File: config.mk
export PLATFORM = sky130hd
export DESIGN_NAME = scan_capture
export DESIGN_NICKNAME = d
export VERILOG_FILES = /design/src/rtl/scan_capture.sv
export SDC_FILE = /design/constraint.sdc
export NUM_CORES = 1
export LEC_CHECK = 0
export ABC_AREA = 1
export CAP_MARGIN = 20
export CELL_PAD_IN_SITES_DETAIL_PLACEMENT = 1
export CELL_PAD_IN_SITES_GLOBAL_PLACEMENT = 1
export CORE_MARGIN = 5
export CORE_UTILIZATION = 25
export CTS_BUF_LIST = sky130_fd_sc_hd__clkbuf_4 sky130_fd_sc_hd__clkbuf_8 sky130_fd_sc_hd__clkbuf_16
export CTS_CLUSTER_SIZE = 16
export DETAILED_ROUTE_END_ITERATION = 10
export PLACE_DENSITY = 0.54
export SYNTH_ARGS = -nofsm -noshare
export SYNTH_HDL_FRONTEND = slang
export SYNTH_SLANG_ARGS = --single-unit
File: constraint.sdc
create_clock -name clk -period 2.2 [get_ports clk]
set_clock_uncertainty 0.05 [all_clocks]
set_input_delay 0.44 -clock clk [delete_from_list [all_inputs] [get_ports clk]]
set_output_delay 0.44 -clock clk [all_outputs]
set_load 0.01 [all_outputs]
File: src/rtl/scan_capture.sv
// scan_capture: drives an external register scanner through one parallel
// load followed by N serial shifts, collecting the scanned bits LSB-first
// into a WORDS x 16-bit capture buffer that the host reads back.
//
// Ports
//   clk       in   sole clock, rising edge
//   reset     in   synchronous, active-high
//   start     in   single-cycle capture request (honoured only when idle)
//   num_bits  in   [7:0] bits to capture, latched on the accepted start
//   busy      out  capture in progress
//   done      out  one-cycle completion pulse
//   rd_addr   in   [AW-1:0] buffer word index for host reads
//   rd_data   out  [15:0] registered buffer word at rd_addr (1-cycle latency)
//   scan_clk  out  generated scan-path clock
//   scan_en   out  0 = parallel load, 1 = shift
//   scan_in   in   serial data from the scanner's scan_out
module scan_capture #(
  parameter int unsigned CLK_DIV = 4,
  parameter int unsigned WORDS   = 8,
  localparam int unsigned AW     = (WORDS > 1) ? $clog2(WORDS) : 1
) (
  input  logic          clk,
  input  logic          reset,
  input  logic          start,
  input  logic [7:0]    num_bits,
  output logic          busy,
  output logic          done,
  input  logic [AW-1:0] rd_addr,
  output logic [15:0]   rd_data,
  output logic          scan_clk,
  output logic          scan_en,
  input  logic          scan_in
);

  localparam int unsigned CAP = WORDS * 16;
  localparam int unsigned CW  = $clog2(CAP + 1);
  localparam int unsigned DW  = (CLK_DIV > 1) ? $clog2(CLK_DIV) : 1;
  localparam logic [DW-1:0] RELOAD = DW'(CLK_DIV - 1);

  typedef enum logic [2:0] {
    IDLE,
    LOAD_LO,
    LOAD_HI,
    SHIFT_LO,
    SHIFT_HI,
    FINISH
  } state_t;

  state_t          r_state;
  state_t          w_state_nxt;
  logic [DW-1:0]   r_cnt;
  logic [DW-1:0]   w_cnt_nxt;
  logic [CW-1:0]   r_idx;
  logic [CW-1:0]   r_n;
  logic [CW-1:0]   w_n;
  logic            w_tick;
  logic            w_accept;
  logic            w_wr;
  logic [15:0]     r_buf [WORDS];
  logic [15:0]     r_rd_data;
  logic            r_busy;
  logic            r_done;
  logic            r_scan_clk;
  logic            r_scan_en;

  // Requested length clamped to the buffer capacity.
  always_comb begin
    if (32'(num_bits) > CAP) w_n = CW'(CAP);
    else                     w_n = CW'(num_bits);
  end

  assign w_tick = (r_cnt == '0);

  always_comb begin
    w_state_nxt = r_state;
    w_cnt_nxt   = (r_cnt != '0) ? r_cnt - DW'(1) : r_cnt;
    w_accept    = 1'b0;
    w_wr        = 1'b0;
    case (r_state)
      IDLE: begin
        if (start) begin
          w_accept = 1'b1;
          if (w_n == '0) begin
            w_state_nxt = FINISH;
          end else begin
            w_state_nxt = LOAD_LO;
            w_cnt_nxt   = RELOAD;
          end
        end
      end
      LOAD_LO: begin
        if (w_tick) begin
          w_state_nxt = LOAD_HI;
          w_cnt_nxt   = RELOAD;
        end
      end
      LOAD_HI: begin
        if (w_tick) begin
          w_state_nxt = SHIFT_LO;
          w_cnt_nxt   = RELOAD;
        end
      end
      SHIFT_LO: begin
        // Sample on the last low cycle, just before the shift pulse.
        if (w_tick) begin
          w_wr        = 1'b1;
          w_state_nxt = SHIFT_HI;
          w_cnt_nxt   = RELOAD;
        end
      end
      SHIFT_HI: begin
        // r_idx already counts the bit sampled in the preceding SHIFT_LO.
        if (w_tick) begin
          w_cnt_nxt   = RELOAD;
          w_state_nxt = (r_idx < r_n) ? SHIFT_LO : FINISH;
        end
      end
      FINISH:  w_state_nxt = IDLE;
      default: w_state_nxt = IDLE;
    endcase
  end

  always_ff @(posedge clk) begin
    if (reset) begin
      r_state    <= IDLE;
      r_cnt      <= '0;
      r_idx      <= '0;
      r_n        <= '0;
      r_rd_data  <= '0;
      r_busy     <= 1'b0;
      r_done     <= 1'b0;
      r_scan_clk <= 1'b0;
      r_scan_en  <= 1'b0;
      for (int unsigned i = 0; i < WORDS; i++) r_buf[i] <= '0;
    end else begin
      r_state    <= w_state_nxt;
      r_cnt      <= w_cnt_nxt;
      // Outputs follow the next state so they stay aligned with r_state.
      r_busy     <= (w_state_nxt != IDLE);
      r_done     <= (w_state_nxt == FINISH);
      r_scan_clk <= (w_state_nxt == LOAD_HI) || (w_state_nxt == SHIFT_HI);
      r_scan_en  <= (w_state_nxt == SHIFT_LO) || (w_state_nxt == SHIFT_HI);
      // Read samples the array before this edge's write: old data on collision.
      r_rd_data  <= r_buf[rd_addr];
      if (w_accept) begin
        r_n   <= w_n;
        r_idx <= '0;
        if (w_n != '0) begin
          for (int unsigned i = 0; i < WORDS; i++) r_buf[i] <= '0;
        end
      end
      if (w_wr) begin
        r_buf[r_idx[AW+3:4]][r_idx[3:0]] <= scan_in;
        r_idx <= r_idx + CW'(1);
      end
    end
  end

  assign busy     = r_busy;
  assign done     = r_done;
  assign rd_data  = r_rd_data;
  assign scan_clk = r_scan_clk;
  assign scan_en  = r_scan_en;

endmodule

==> results of run 1 <==
worst max-delay path by stage:
stage,slack (ns),to,start,depth (start not counted)
after floorplan,0.32,r_buf[3][8],r_cnt[0],11
after global routing,-0.08,r_buf[4][11],r_cnt[0],10
after detailed placement,-0.23,r_buf[6][3],num_bits[2],9
after CTS,0.04,r_buf[0][5],r_cnt[0],11
final,0.13,r_buf[6][11],r_cnt[0],10
after global placement,-0.15,r_buf[6][3],num_bits[2],9
layout by cell type (no fill, tap or decap), types with 8 or more instances in the layout:
cell,netlist,routed
o22ai_1,17,17
dfxtp_1,41,41
nor3_1,97,92
nand2_1,61,61
o21ai_0,178,128
buf_12,0,25
a21oi_1,13,12
clkbuf_16,0,17
inv_1,46,45
edfxtp_1,128,128
ha_1,14,13
nor2_1,123,123
buf_4,5,52
o21ai_1,35,82
nand3_1,8,8
a31oi_1,18,18
nand2_4,0,10
nor3_2,32,37
clkdlybuf4s50_1,0,33
kinds of logic (layout without fill, tap and decap cells):
group,after synthesis,count (layout)
and+or+nand+nor,348,348
DFF,169,169
adders and majority gates,14,14
AOI/OAI and AO/OA,272,272
buffers and inverters,146,193
flip-flops by register name, indices dropped and copies added (netlist names), 2 cells and up:
signal / flops
r_buf: 128
r_cnt: 2
r_idx: 8
r_n: 8
r_state: 3
rd_data: 16
power breakdown:
part	switching, µW	internal (µW)
sequential	114	3880
clock	1360	1710
combinational	848	545
total	2320	6130
layout make-up:
type | instances | area share
flip-flops and latches | 169 | 0.434
multi-input cells | 634 | 0.327
repair buffers | 111 | 0.114
well taps | 455 | 0.0529
clock buffers | 19 | 0.0410
inverters | 50 | 0.0182
clock inverters | 13 | 0.0133
per-stage QoR:
| step | instance area, µm² | setup WS (ns) | cells | total power [µW] | hold WS, ns |
|---|---|---|---|---|---|
| finish | 10800 | 0.130 | 1451 | 8450 | 0.420 |
| global route | 10800 | -0.0782 | 1451 | 8890 | 0.437 |
| CTS | 10700 | 0.0382 | 1450 | 8550 | 0.425 |
| detailed placement | 10100 | -0.228 | 1418 | 5470 | 0.415 |
| global placement | 10100 | -0.155 | 1418 | 5420 | 0.408 |
| floorplan | 8720 | 0.317 | 949 | 4900 | 0.394 |
layer usage:
| metal | up-vias | global-route usage | part of all wire |
|---|---|---|---|
| met4 | 0 | 0.0298 | 0.0085 |
| met3 | 14 | 0.0250 | 0.037 |
| met5 | - | 0 | 0 |
| met1 | 3544 | 0.170 | 0.46 |
| li1 | 3428 | - | - |
| met2 | 102 | 0.234 | 0.49 |
critical path: stages (launching register included):
cell and delay [ns]:
dfxtp_1 0.31, inv_1 0.09, ha_2 0.20, nand2_1 0.07
inv_1 0.10, nand2_2 0.10, nor2_8 0.13, inv_6 0.09
nor2_8 0.15, nand3_4 0.20, o21ai_0 0.26
repair_timing:
item                       CTS  global route
buffers inserted             0             1
resized for setup            0            69
setup endpoints to repair    0           123
==> flow_summary.yaml, run 1 <==
floorplanning:
  dieHeight_um: 197
  core_region_area_mm2: 0.0345
  io_pins: 35
  dieArea_mm2: 0.0387
  rows: 68
  die_w_um: 197
  start_util: 0.253
routing:
  wl_mm: 25.1
  vias: 7088
  ant_nets: 0
  drc: 0
  avgViaCountPerCell: 4.88
  drt_iter0_markers: 442
  wl_per_cell_um: 17.3
  dr.pass1.iters: 4
logic_synthesis:
  syn-num-nets: 978
  synth.top_cell.area_share: 0.441
  ys_types: 35
  synth_adder_area_share: 0.0201
  syn_inst: 949
  synth-seq-area-share: 0.535
  netlist_area_mm2: 0.00872
  async_reset_ff_frac: 0
  synth_flop_cell: "edfxtp_1"
  synthTopCellsByArea: "edfxtp_1 44%, o21ai_0 10%, dfxtp_1 9.4%"
  synth.largest_area_cell: "edfxtp_1"
  synthMuxAreaShare: 0
  synthSimpleGateAreaFrac: 0.206
  postSynthRegisterBits: 169
  synth_edf_count: 128
  yosysMostFrequentCell: "o21ai_0"
  synth_top_family_by_area: "simple AND/OR/NAND/NOR gates"
  postSynthAreaPerCell_um2: 9.18
  synth_xor_area_frac: 0
  synth_compound_area_frac: 0.165
  yosys-top-cells-count: "178 x o21ai_0, 128 x edfxtp_1, 123 x nor2_1"
  yosysWarnings: 0
worst_setup_path:
  critical_path_class: "reg2reg"
  startpoint_type: "flip-flop"
  worstSetupEndpointType: "flip-flop"
  r2r_start: "r_cnt[0]"
  required_ns: 2.29
  r2r_setup_slack_ns: 0.13
  cp_max_fo: 15
  ff2ff_path_depth: 10
  r2r_end: "r_buf[6][11]"
  cp.arrival_ns: 2.16
clock_tree:
  numClockSinks: 169
  cts_buffers: 17
  clockRootBuffer: "clkbuf_16"
  htree_levels: 4
  holdBufCountCts: 0
  clock_latency_ns: 0.44
  cts_tree: "built"
  cts.path.max_buffers: 2
  clk_pin_slew_worst_paths_ns: 0.07
sta:
  tightestPinTransition_ns: 0.553
  finalCriticalPeriod_ns: 2.07
  tns_ns: 0
  relSlewSlack: 0.629
  rsz0062_at_grt: "yes"
  hold_viol: 0
  max_freq_mhz: 483
  setup_violations: 0
  post-route-period-util: 0.941
  slew_violations: 0
global_route:
  grt_first_pass_wirelength_mm: 40.5
  grt_pass1_vias: 7364
  grt_antenna_before_repair: 1
  grt_start_max_net_pins: 65
  track_usage: 0.133
  grt.overflow.total: 0
final_layout:
  syn_to_final_growth_pct: 23.4
  drive_above_1_share: 0.181
  final_util: 0.312
  multiInputGateArea_mm2: 0.00351
  layout.nets: 1012
  seqCellArea_mm2: 0.00466
  final.fill_count: 3927
  num_antenna_cells: 0
outcome:
  status: "completed"
power_and_ir_drop:
  vdd_drop_max_uv: 546
  powerDensity_mw_per_mm2: 786
  leakagePower_uw: 0.00381
placement:
  dp_hpwl_mm: 15.1
  gp_congestion: 0.730
  port-buffer-count: 34
hold_path:
  min_from: "r_n[0]"
  hold_depth: 2
  hold_path.class: "reg2reg"
  whs_endpoint: "r_n[0]"
flow_run:
  cap_violations: 0
Power figures use the tool's default switching activity.
==> run 2, diff against run 1 <==
--- a/config.mk
+++ b/config.mk
@@ -14,6 +14,7 @@
 export CTS_BUF_LIST = sky130_fd_sc_hd__clkbuf_4 sky130_fd_sc_hd__clkbuf_8 sky130_fd_sc_hd__clkbuf_16
 export CTS_CLUSTER_SIZE = 16
 export DETAILED_ROUTE_END_ITERATION = 10
+export MAX_ROUTING_LAYER = met4
 export PLACE_DENSITY = 0.54
 export SYNTH_ARGS = -nofsm -noshare
 export SYNTH_HDL_FRONTEND = slang
==> run 2 against run 1 <==
Critical path depth is the same. Sequential cell count did not move. Clock power about the same. Maximum frequency about the same. Cell count unchanged. Worst setup slack improved by 0.0013 ns. Combinational power about the same. Cell area unchanged. Wire length barely moved. Critical endpoint unchanged. Largest cell class unchanged.
==> flow_summary.yaml, run 2 (synthesis gave the netlist of run 1 again) <==
floorplanning:
  die_w_um: 197
  start_util: 0.253
  dieArea_mm2: 0.0387
  dieHeight_um: 197
  io_pins: 35
  rows: 68
  core_region_area_mm2: 0.0345
global_route:
  grt_start_max_net_pins: 65
  track_usage: 0.137
  grt.overflow.total: 0
  grt_pass1_vias: 7365
  grt_antenna_before_repair: 1
  grt_first_pass_wirelength_mm: 40.4
worst_setup_path:
  crit_end: "r_buf[6][11]"
  cp_max_fo: 15
  cp.arrival_ns: 2.16
  ff2ff_path_depth: 10
  startpoint_type: "flip-flop"
  critical_path_class: "reg2reg"
  path_cells: "inv_1, ha_2, nand2_1, inv_1, nand2_2, nor2_8, inv_6, nor2_8, nand3_4, o21ai_0"
  cp_top_family: "simple AND/OR/NAND/NOR gates"
  r2r_setup_slack_ns: 0.13
  critPathBufInv: 3
  slowest_delay_ns: 0.31
  required_ns: 2.29
  r2r_end: "r_buf[6][11]"
  worstSetupEndpointType: "flip-flop"
  worstSetupPathDepth: 10
  slowest_stage: "dfxtp_1"
  startpoint: "r_cnt[0]"
  r2r_start: "r_cnt[0]"
routing:
  dr.pass1.iters: 4
  wl_per_cell_um: 17.3
  drc: 0
  avgViaCountPerCell: 4.89
  vias: 7089
  drt_iter0_markers: 443
  wl_mm: 25.1
  ant_nets: 0
final_layout:
  regMostFlops: "r_buf"
  fin_area_mm2: 0.0108
  largest_register_ffs: 128
  num_antenna_cells: 0
  final.fill_count: 3927
  layout.nets: 1012
  mostFrequentLayoutCells: "128 x o21ai_0, 128 x edfxtp_1, 123 x nor2_1"
  syn_to_final_growth_pct: 23.4
  drive_above_1_share: 0.181
power_and_ir_drop:
  power_frac_seq: 0.472
  leakagePower_uw: 0.00381
  switching_share: 0.275
  vdd_drop_max_uv: 545
  p_int_uw: 6130
  p_clk_frac: 0.363
  p_sw_uw: 2330
  pwr-share-comb: 0.165
  powerDensity_mw_per_mm2: 787
clock_tree:
  htree_levels: 4
  cts_tree: "built"
  clk_pin_slew_worst_paths_ns: 0.07
  clockRootBuffer: "clkbuf_16"
  cts_buffers: 17
  numClockSinks: 169
  cts.path.max_buffers: 2
  clock_latency_ns: 0.44
placement:
  gp_congestion: 0.739
  placed_area_mm2: 0.0101
  dp_hpwl_mm: 15.1
  port-buffer-count: 34
sta:
  relSlewSlack: 0.634
  finalCriticalPeriod_ns: 2.07
  slew_violations: 0
  hold_viol: 0
  post-route-period-util: 0.940
  rsz0062_at_grt: "yes"
  tightestPinTransition_ns: 0.545
  setup_violations: 0
  tns_ns: 0
  max_freq_mhz: 483
outcome:
  status: "completed"
hold_path:
  hold_path.class: "reg2reg"
  hold_depth: 2
flow_run:
  cap_violations: 0
==> run 2: power groups by stage <==
stage	Combinational [µW]	Clock, µW	Sequential, µW
5_1_grt	1580	3270	4030
3_3_place_gp	1360	0	4060
2_1_floorplan	845	0	4050
6_report	1390	3070	3990
4_1_cts	1400	3160	4000
3_5_place_dp	1400	0	4070
==> run 2: layout make-up <==
cell class	count	area, µm²	share of cell area
Tap cell	455	569	0.0529
Clock inverter	13	143	0.0133
Timing Repair Buffer	111	1230	0.114
Clock buffer	19	440	0.0410
Inverter	50	195	0.0182
Sequential cell	169	4660	0.434
Multi-Input combinational cell	634	3510	0.327
==> run 2: layer usage <==
| metal | track usage | routed length [µm] | vias to the layer above | part of all wire |
|---|---|---|---|---|
| met5 | - | 0 | - | 0 |
| met4 | 0.0298 | 211 | 0 | 0.0084 |
| met3 | 0.0241 | 937 | 14 | 0.037 |
| met2 | 0.234 | 12400 | 105 | 0.49 |
| met1 | 0.170 | 11500 | 3546 | 0.46 |
| li1 | - | - | 3424 | - |
==> run 2: worst register-to-register path, delay by kind of cell (launching register included) <==
kind | cells | cell delay [ns]
AOI/OAI and AO/OA | 1 | 0.27
and+or+nand+nor | 5 | 0.67
DFF | 1 | 0.31
adders and majority gates | 1 | 0.20
buffers and inverters | 3 | 0.28
==> run 2: what timing repair did <==
item / in CTS / in global routing
hold buffers: 0 / 0
gates resized for setup: 0 / 69
buffers inserted: 0 / 1
setup endpoints to repair: 0 / 123
==> run 2: worst min path at each step <==
| stage | from | end | slack [ns] |
|---|---|---|---|
| 2_1_floorplan | r_n[5] | r_n[5] | 0.39 |
| 3_3_place_gp | r_n[1] | r_n[1] | 0.41 |
| 3_5_place_dp | r_n[0] | r_n[0] | 0.41 |
| 4_1_cts | r_n[0] | r_n[0] | 0.43 |
| 5_1_grt | r_n[0] | r_n[0] | 0.44 |
| 6_report | r_n[0] | r_n[0] | 0.42 |
==> run 2: per-stage QoR <==
step | hold slack [ns] | setup WS [ns] | util | cells | total power [µW]
floorplan | 0.394 | 0.317 | - | 949 | 4900
global placement | 0.408 | -0.155 | 0.292 | 1418 | 5420
detailed placement | 0.415 | -0.228 | 0.292 | 1418 | 5470
CTS | 0.425 | 0.0382 | 0.309 | 1450 | 8550
global route | 0.437 | -0.0782 | 0.312 | 1451 | 8880
finish | 0.420 | 0.131 | 0.312 | 1451 | 8460
==> run 3, diff against run 2 <==
--- a/config.mk
+++ b/config.mk
@@ -19,3 +19,4 @@
 export SYNTH_ARGS = -nofsm -noshare
 export SYNTH_HDL_FRONTEND = slang
 export SYNTH_SLANG_ARGS = --single-unit
+export TNS_END_PERCENT = 1
==> constraint.sdc (replaced) <==
create_clock -name clk -period 2.2 [get_ports clk]
set_clock_uncertainty 0.05 [all_clocks]
set_input_delay 0.44 -clock clk [delete_from_list [all_inputs] [get_ports clk]]
set_output_delay 0.44 -clock clk [all_outputs]
set_load 0.05 [all_outputs]
==> run 3 against run 2 <==
Cell count hardly changed. Clock power hardly changed. Critical path depth is 9 lower. Non-clock buffer count is 1 lower. Maximum frequency is 1.9% lower. First-iteration DRC count is 11% lower. Register-to-register slack hardly changed. Sequential share of layout area is 0.056 points higher. Hold slack worse by 0.0020 ns.
==> flow_summary.yaml, run 3 (synthesis gave the netlist of run 1 again) <==
clock_tree:
  clk_pin_slew_worst_paths_ns: 0.07
  htree_levels: 4
  numClockSinks: 169
  cts.path.max_buffers: 2
  cts_buffers: 17
  clockRootBuffer: "clkbuf_16"
  cts_tree: "built"
  postCtsSetupBuffers: 0
  clock_latency_ns: 0.44
worst_setup_path:
  cp.arrival_ns: 1.62
  slowest_stage: "clkdlybuf4s50_1"
  r2r_setup_slack_ns: 0.14
  startpoint_type: "flip-flop"
  cp_max_fo: 1
  path_cells: "clkdlybuf4s50_1"
  critical_path_class: "reg2out"
  r2r_start: "r_cnt[0]"
  worstSetupPathDepth: 1
  required_ns: 1.71
  critPathBufInv: 1
  ff2ff_path_depth: 10
  cp_top_family: "buffers and inverters"
  slowest_delay_ns: 0.82
  r2r_end: "r_buf[1][11]"
  worstSetupEndpointType: "primary output"
hold_path:
  min_from: "r_n[0]"
  hold_depth: 2
  hold_path.class: "reg2reg"
  whs_endpoint: "r_n[0]"
power_and_ir_drop:
  power_frac_seq: 0.465
  switching_share: 0.286
  powerDensity_mw_per_mm2: 799
  p_clk_frac: 0.358
  leakagePower_uw: 0.00380
  vdd_drop_max_uv: 545
  p_int_uw: 6130
  pwr-share-comb: 0.177
  p_sw_uw: 2450
sta:
  rsz0062_at_grt: "yes"
  max_freq_mhz: 474
  hold_viol: 0
  post-route-period-util: 0.959
  setup_violations: 0
  tightestPinTransition_ns: 0.545
  relSlewSlack: 0.634
  finalCriticalPeriod_ns: 2.11
  setup_ws_ns: 0.0900
  slew_violations: 0
placement:
  gp_congestion: 0.739
  dp_slack_ns: -0.228
  dp_hpwl_mm: 15.1
  port-buffer-count: 34
  placed_area_mm2: 0.0101
floorplanning:
  dieHeight_um: 197
  dieArea_mm2: 0.0387
  core_region_area_mm2: 0.0345
  rows: 68
  start_util: 0.253
  die_w_um: 197
  io_pins: 35
final_layout:
  seqCellArea_mm2: 0.00466
  multiInputGateArea_mm2: 0.00351
  drive_above_1_share: 0.177
  largest_register_ffs: 128
  fin_area_mm2: 0.0107
  layout.nets: 1011
  final.fill_count: 3927
  mostFrequentLayoutCells: "128 x edfxtp_1, 125 x o21ai_0, 123 x nor2_1"
  regMostFlops: "r_buf"
  syn_to_final_growth_pct: 23.2
  num_antenna_cells: 0
  final_common_cell: "edfxtp_1"
routing:
  wl_per_cell_um: 17.3
  dr.pass1.iters: 4
  drt_iter0_markers: 395
  drc: 0
  ant_nets: 0
  avgViaCountPerCell: 4.87
  vias: 7055
  wl_mm: 25.1
global_route:
  grt_start_max_net_pins: 65
  grt.overflow.total: 0
  track_usage: 0.137
  grt_antenna_before_repair: 1
  grt_pass1_vias: 7365
  grt_first_pass_wirelength_mm: 40.4
flow_run:
  cap_violations: 0
outcome:
  status: "completed"
-- run 3: changes by cell type in the layout (fill, tap and decap cells not counted) --
cell and change:
o21ai_1 +6, o21ai_0 -3, o21ai_2 -3, buf_4 -1
nand2_2 -1, nand2_4 +1
-- run 3: what timing repair did --
action,in CTS,in global routing
resized for setup,0,70
endpoints found under the setup margin,0,123
hold buffers,0,0
-- run 3: layout make-up --
class | instances | area share
Timing Repair Buffer | 110 | 0.113
Sequential cell | 169 | 0.434
Inverter | 50 | 0.0182
Clock inverter | 13 | 0.0133
Multi-Input combinational cell | 634 | 0.327
Clock buffer | 19 | 0.0410
Tap cell | 455 | 0.0530
-- run 3: how the worst max path moves through the flow --
stage	endpoint	slack [ns]	from
2_1_floorplan	r_buf[3][8]	0.32	r_cnt[0]
3_3_place_gp	r_buf[6][3]	-0.15	num_bits[2]
3_5_place_dp	r_buf[6][3]	-0.23	num_bits[2]
4_1_cts	r_buf[0][5]	0.04	r_cnt[0]
5_1_grt	r_buf[5][9]	-0.05	r_cnt[0]
6_report	rd_data[2]	0.09	rd_data[2]
-- run 3: power groups by stage --
stage / logic, µW / registers (µW) / clock network [µW]
5_1_grt: 1710 / 4030 / 3270
2_1_floorplan: 845 / 4180 / 0
3_3_place_gp: 1490 / 4060 / 0
6_report: 1520 / 3990 / 3070
3_5_place_dp: 1530 / 4070 / 0
4_1_cts: 1530 / 4000 / 3160
-- run 3: through the flow --
step	hold slack [ns]	instances	setup TNS (ns)	utilization	power (µW)
2_1_floorplan	0.394	949	0	-	5020
3_3_place_gp	0.408	1418	-15.23	0.292	5540
3_5_place_dp	0.415	1418	-22.44	0.292	5590
4_1_cts	0.425	1450	0	0.309	8680
5_1_grt	0.437	1450	-0.191	0.312	9010
6_report	0.418	1450	0	0.312	8580
-- run 3: per-layer routing --
metal  share of wire  up-vias  global-route usage  routed length, µm
met1            0.47     3532               0.170              11700
met3           0.032       11              0.0241                806
li1                -     3423                   -                  -
met4          0.0081        0              0.0298                202
met5               0        -                   -                  0
met2            0.49       89               0.234              12400
==> RTL change 1, RTL diff (flow settings as in run 1) <==
Register the output `rd_data` once more, cleared by the reset; this adds one clock of latency there. The other outputs are not delayed to match. Comments in the files are not updated.
--- a/src/rtl/scan_capture.sv
+++ b/src/rtl/scan_capture.sv
@@ -159,5 +159,11 @@
   assign busy     = r_busy;
   assign done     = r_done;
-  assign rd_data  = r_rd_data;
+  always_ff @(posedge clk) begin
+    if (reset) begin
+      rd_data <= '0;
+    end else begin
+      rd_data <= r_rd_data;
+    end
+  end
   assign scan_clk = r_scan_clk;
   assign scan_en  = r_scan_en;
Formal check against the unedited RTL: same outputs for any inputs over 10 cycles, from zero or initial values and one cycle with reset high; that may be too few to reach the edited logic, so the function may still have changed.
==> RTL change 1 against run 1 <==
Count of clock-buffer cells in the layout is the same. Core utilization grew 0.17 points. Synthesized area grew 6.1%. Cell area grew 6.6%. Sequential power grew 11%. Sequential cell count grew 16. Final cell count grew 9.9%. Worst setup slack lost 0.094 ns. Routed wire length grew 7.9%. Power grew 9.7%. Critical path type unchanged. Highest routed layer unchanged.
==> RTL change 1: results <==
[synth]
synth_fp_nets = 1073
synth_edf_count = 128
yosys-top-cells-count = "182 x nor2_1, 143 x nand2_1, 131 x o21ai_0, 128 x edfxtp_1, 64 x inv_1"
yosysSeqAreaShare = 0.539
syn_inst = 1044
yosysWarnings = 0
synthArstFlopShare = 0
ys_types = 37
synth_area_leaders = "edfxtp_1 42%, dfxtp_1 12%, nor2_1 7.4%"

[power_and_ir_drop]
p_leak_nw = 4.22
seqPwrFrac = 0.477
peakVddDrop_mv = 0.525
power_mw = 9.27
p_comb_frac = 0.175
p_sw_frac = 0.285

[routing]
dr.first_iter.drc_count = 421
drt-total-wl_mm = 27.0
top_layer = "met4"
wl_per_cell_um = 17.0
route.met2.wl_mm = 13.0
wl_met3_um = 784
via_per_inst = 4.69
met1_length_mm = 12.9

[finish]
top_regs = "r_buf: 128 flops, r_rd_data: 16 flops, rd_data: 16 flops"
nets = 1143
drive_gt1_frac = 0.203

[cts]
clk_pin_slew_ns = 0.08
insertion_delay_ns = 0.44
numCtsBuffers = 17
cts.path.max_buffers = 2
cts_root_buffer = "clkbuf_16"

[global_route]
grt_pass1_vias = 7852
grt_max_degree = 83
track_usage = 0.133
grt_pass1_wl_mm = 43.1
met2_usage = 0.226
use_met1 = 0.177
grt_util_met3 = 0.0207

[worst_setup_path]
slowest_delay_ns = 0.33
cp_top_family = "simple AND/OR/NAND/NOR gates"
critPathMaxFanout = 6
critPathLaunch = "r_cnt[0]"
ff2ff_path_depth = 13
crit_end = "r_buf[2][6]"
cp_data_arrival_time_ns = 2.28
slowest_stage = "dfxtp_2"

[hold_path]
holdCritPathClass = "reg2reg"
holdCritStartpoint = "r_rd_data[12]"
hold_path_end = "rd_data[12]"

[placement]
dpl_worst_slack_ns = -0.248
postPlaceCellArea_mm2 = 0.0107
gp_congestion = 0.754
dp_hpwl_mm = 17.4
io_buffers = 34
dp.cells = 1558

[run_status]
status = "completed"

[timing]
whs_ns = 0.353
setup_ws_ns = 0.0355
fin_setup_tns_ns = 0
worstMarginPinSlew_ns = 0.520
-- RTL change 1: cell count changes in the layout (fill, tap and decap cells not counted), sizes merged, moves of 16 or more --
cell,change
buf,+18
dfxtp,+16
inv,+39
nand2,+74
nor2,+68
nor3,-40
o21ai,-43
-- RTL change 1: kinds of logic (layout without fill, tap and decap cells) --
family | Yosys count | count (layout) | share of synthesized area
AOI/OAI and AO/OA | 231 | 231 | 0.135
DFF | 185 | 185 | 0.539
adders and majority gates | 14 | 14 | 0.0189
buffers and inverters | 163 | 246 | 0.0704
and+or+nand+nor | 451 | 451 | 0.237
-- RTL change 1: what timing repair did --
action	in CTS	in global routing
buffers inserted	0	5
resized for setup	0	42
endpoints found under the setup margin	0	68
-- RTL change 1: cell type report --
type	instances	area, µm²
Clock inverter	13	156
Clock buffer	19	440
Fill cell	4211	25100
Sequential cell	185	4990
Tap cell	468	586
Multi-Input combinational cell	696	3710
Inverter	85	352
Timing Repair Buffer	129	1230
==> RTL change 2, RTL diff (config.mk and constraints of run 1) <==
Without the edit above. Change the parameter `CLK_DIV` from 4 to 8.
--- a/src/rtl/scan_capture.sv
+++ b/src/rtl/scan_capture.sv
@@ -16,5 +16,5 @@
 //   scan_in   in   serial data from the scanner's scan_out
 module scan_capture #(
-  parameter int unsigned CLK_DIV = 4,
+  parameter int unsigned CLK_DIV = 8,
   parameter int unsigned WORDS   = 8,
   localparam int unsigned AW     = (WORDS > 1) ? $clog2(WORDS) : 1
Formal check against the unedited RTL: not equivalent (Yosys sat finds a counterexample within 10 cycles, from zero or initial values and one cycle with reset high).
==> RTL change 2 against run 1 <==
Cell area decreased by 0.31%. Critical endpoint is now r_buf[6][1]. Synthesized area decreased by 1.4%. Clock power increased by 3%. Power decreased by 3.7%. Critical path depth increased by 3. Routed wire length increased by 1.3%. Worst setup slack got worse by 0.077 ns. Highest routed layer unchanged. Via count decreased by 0.89%. First-iteration DRC count decreased by 12%. Sequential cell count increased by 1.
==> RTL change 2: results <==
[global_route]
grt_util_met3 = 0.0193
met2_usage = 0.234
grt_pass1_vias = 7146

[synth]
synth_compound_area_frac = 0.161
yosysSeqAreaShare = 0.545
synth_area_leaders = "edfxtp_1 45%, o21ai_0 10%, dfxtp_1 9.8%"
synth-xor-area-share = 0.00102
ys_types = 36

[worst_setup_path]
slowest_stage = "dfxtp_2"
cp_data_arrival_time_ns = 2.24
slowest_delay_ns = 0.33

[routing]
dr.first_iter.drc_count = 389
via_per_inst = 4.85
drt-total-wl_mm = 25.4
first_pass_iters = 6
met1_length_mm = 11.8
wl_per_cell_um = 17.5

[finish]
inverters_excl_clock = 42
drive_gt1_frac = 0.185
nNonClkBuffers = 115
clock_area_frac = 0.0565
seq_share = 0.437
final-nonclk-buf-share = 0.104
nets = 1009
nFillCells = 3866
seq_cells = 170

[power_and_ir_drop]
p_leak_nw = 3.76

[placement]
dp_hpwl_mm = 15.5
dpl_worst_slack_ns = -0.307
gp_congestion = 0.704
postPlaceCellArea_mm2 = 0.00968

[cts]
post_cts_resized = 3

[run_status]
status = "completed"
## RTL change 2: cell types whose count changed after synthesis, sizes merged, moves of 5 or more
cell	delta
o32ai	+32
nor2	+29
o21ai	-29
buf	-19
clkbuf	+19
a31oi	-17
o22ai	-15
inv	-8
a21oi	+5
nand2	-5
## RTL change 2: power breakdown
part / internal, mW / switching, mW / total [mW]
sequential: 3.75 / 0.0885 / 3.84
combinational: 0.474 / 0.673 / 1.15
clock: 1.75 / 1.40 / 3.15
total: 5.98 / 2.16 / 8.14
## RTL change 2: final timing paths
| kind | to | cells past startpoint | startpoint | slack [ns] |
|---|---|---|---|---|
| max reg2reg | r_buf[6][1] | 13 | r_cnt[0] | 0.05 |
| min | r_n[5] | 2 | r_n[5] | 0.42 |
| max | r_buf[6][1] | 13 | r_cnt[0] | 0.05 |
| min reg2reg | r_n[5] | 2 | r_n[5] | 0.42 |
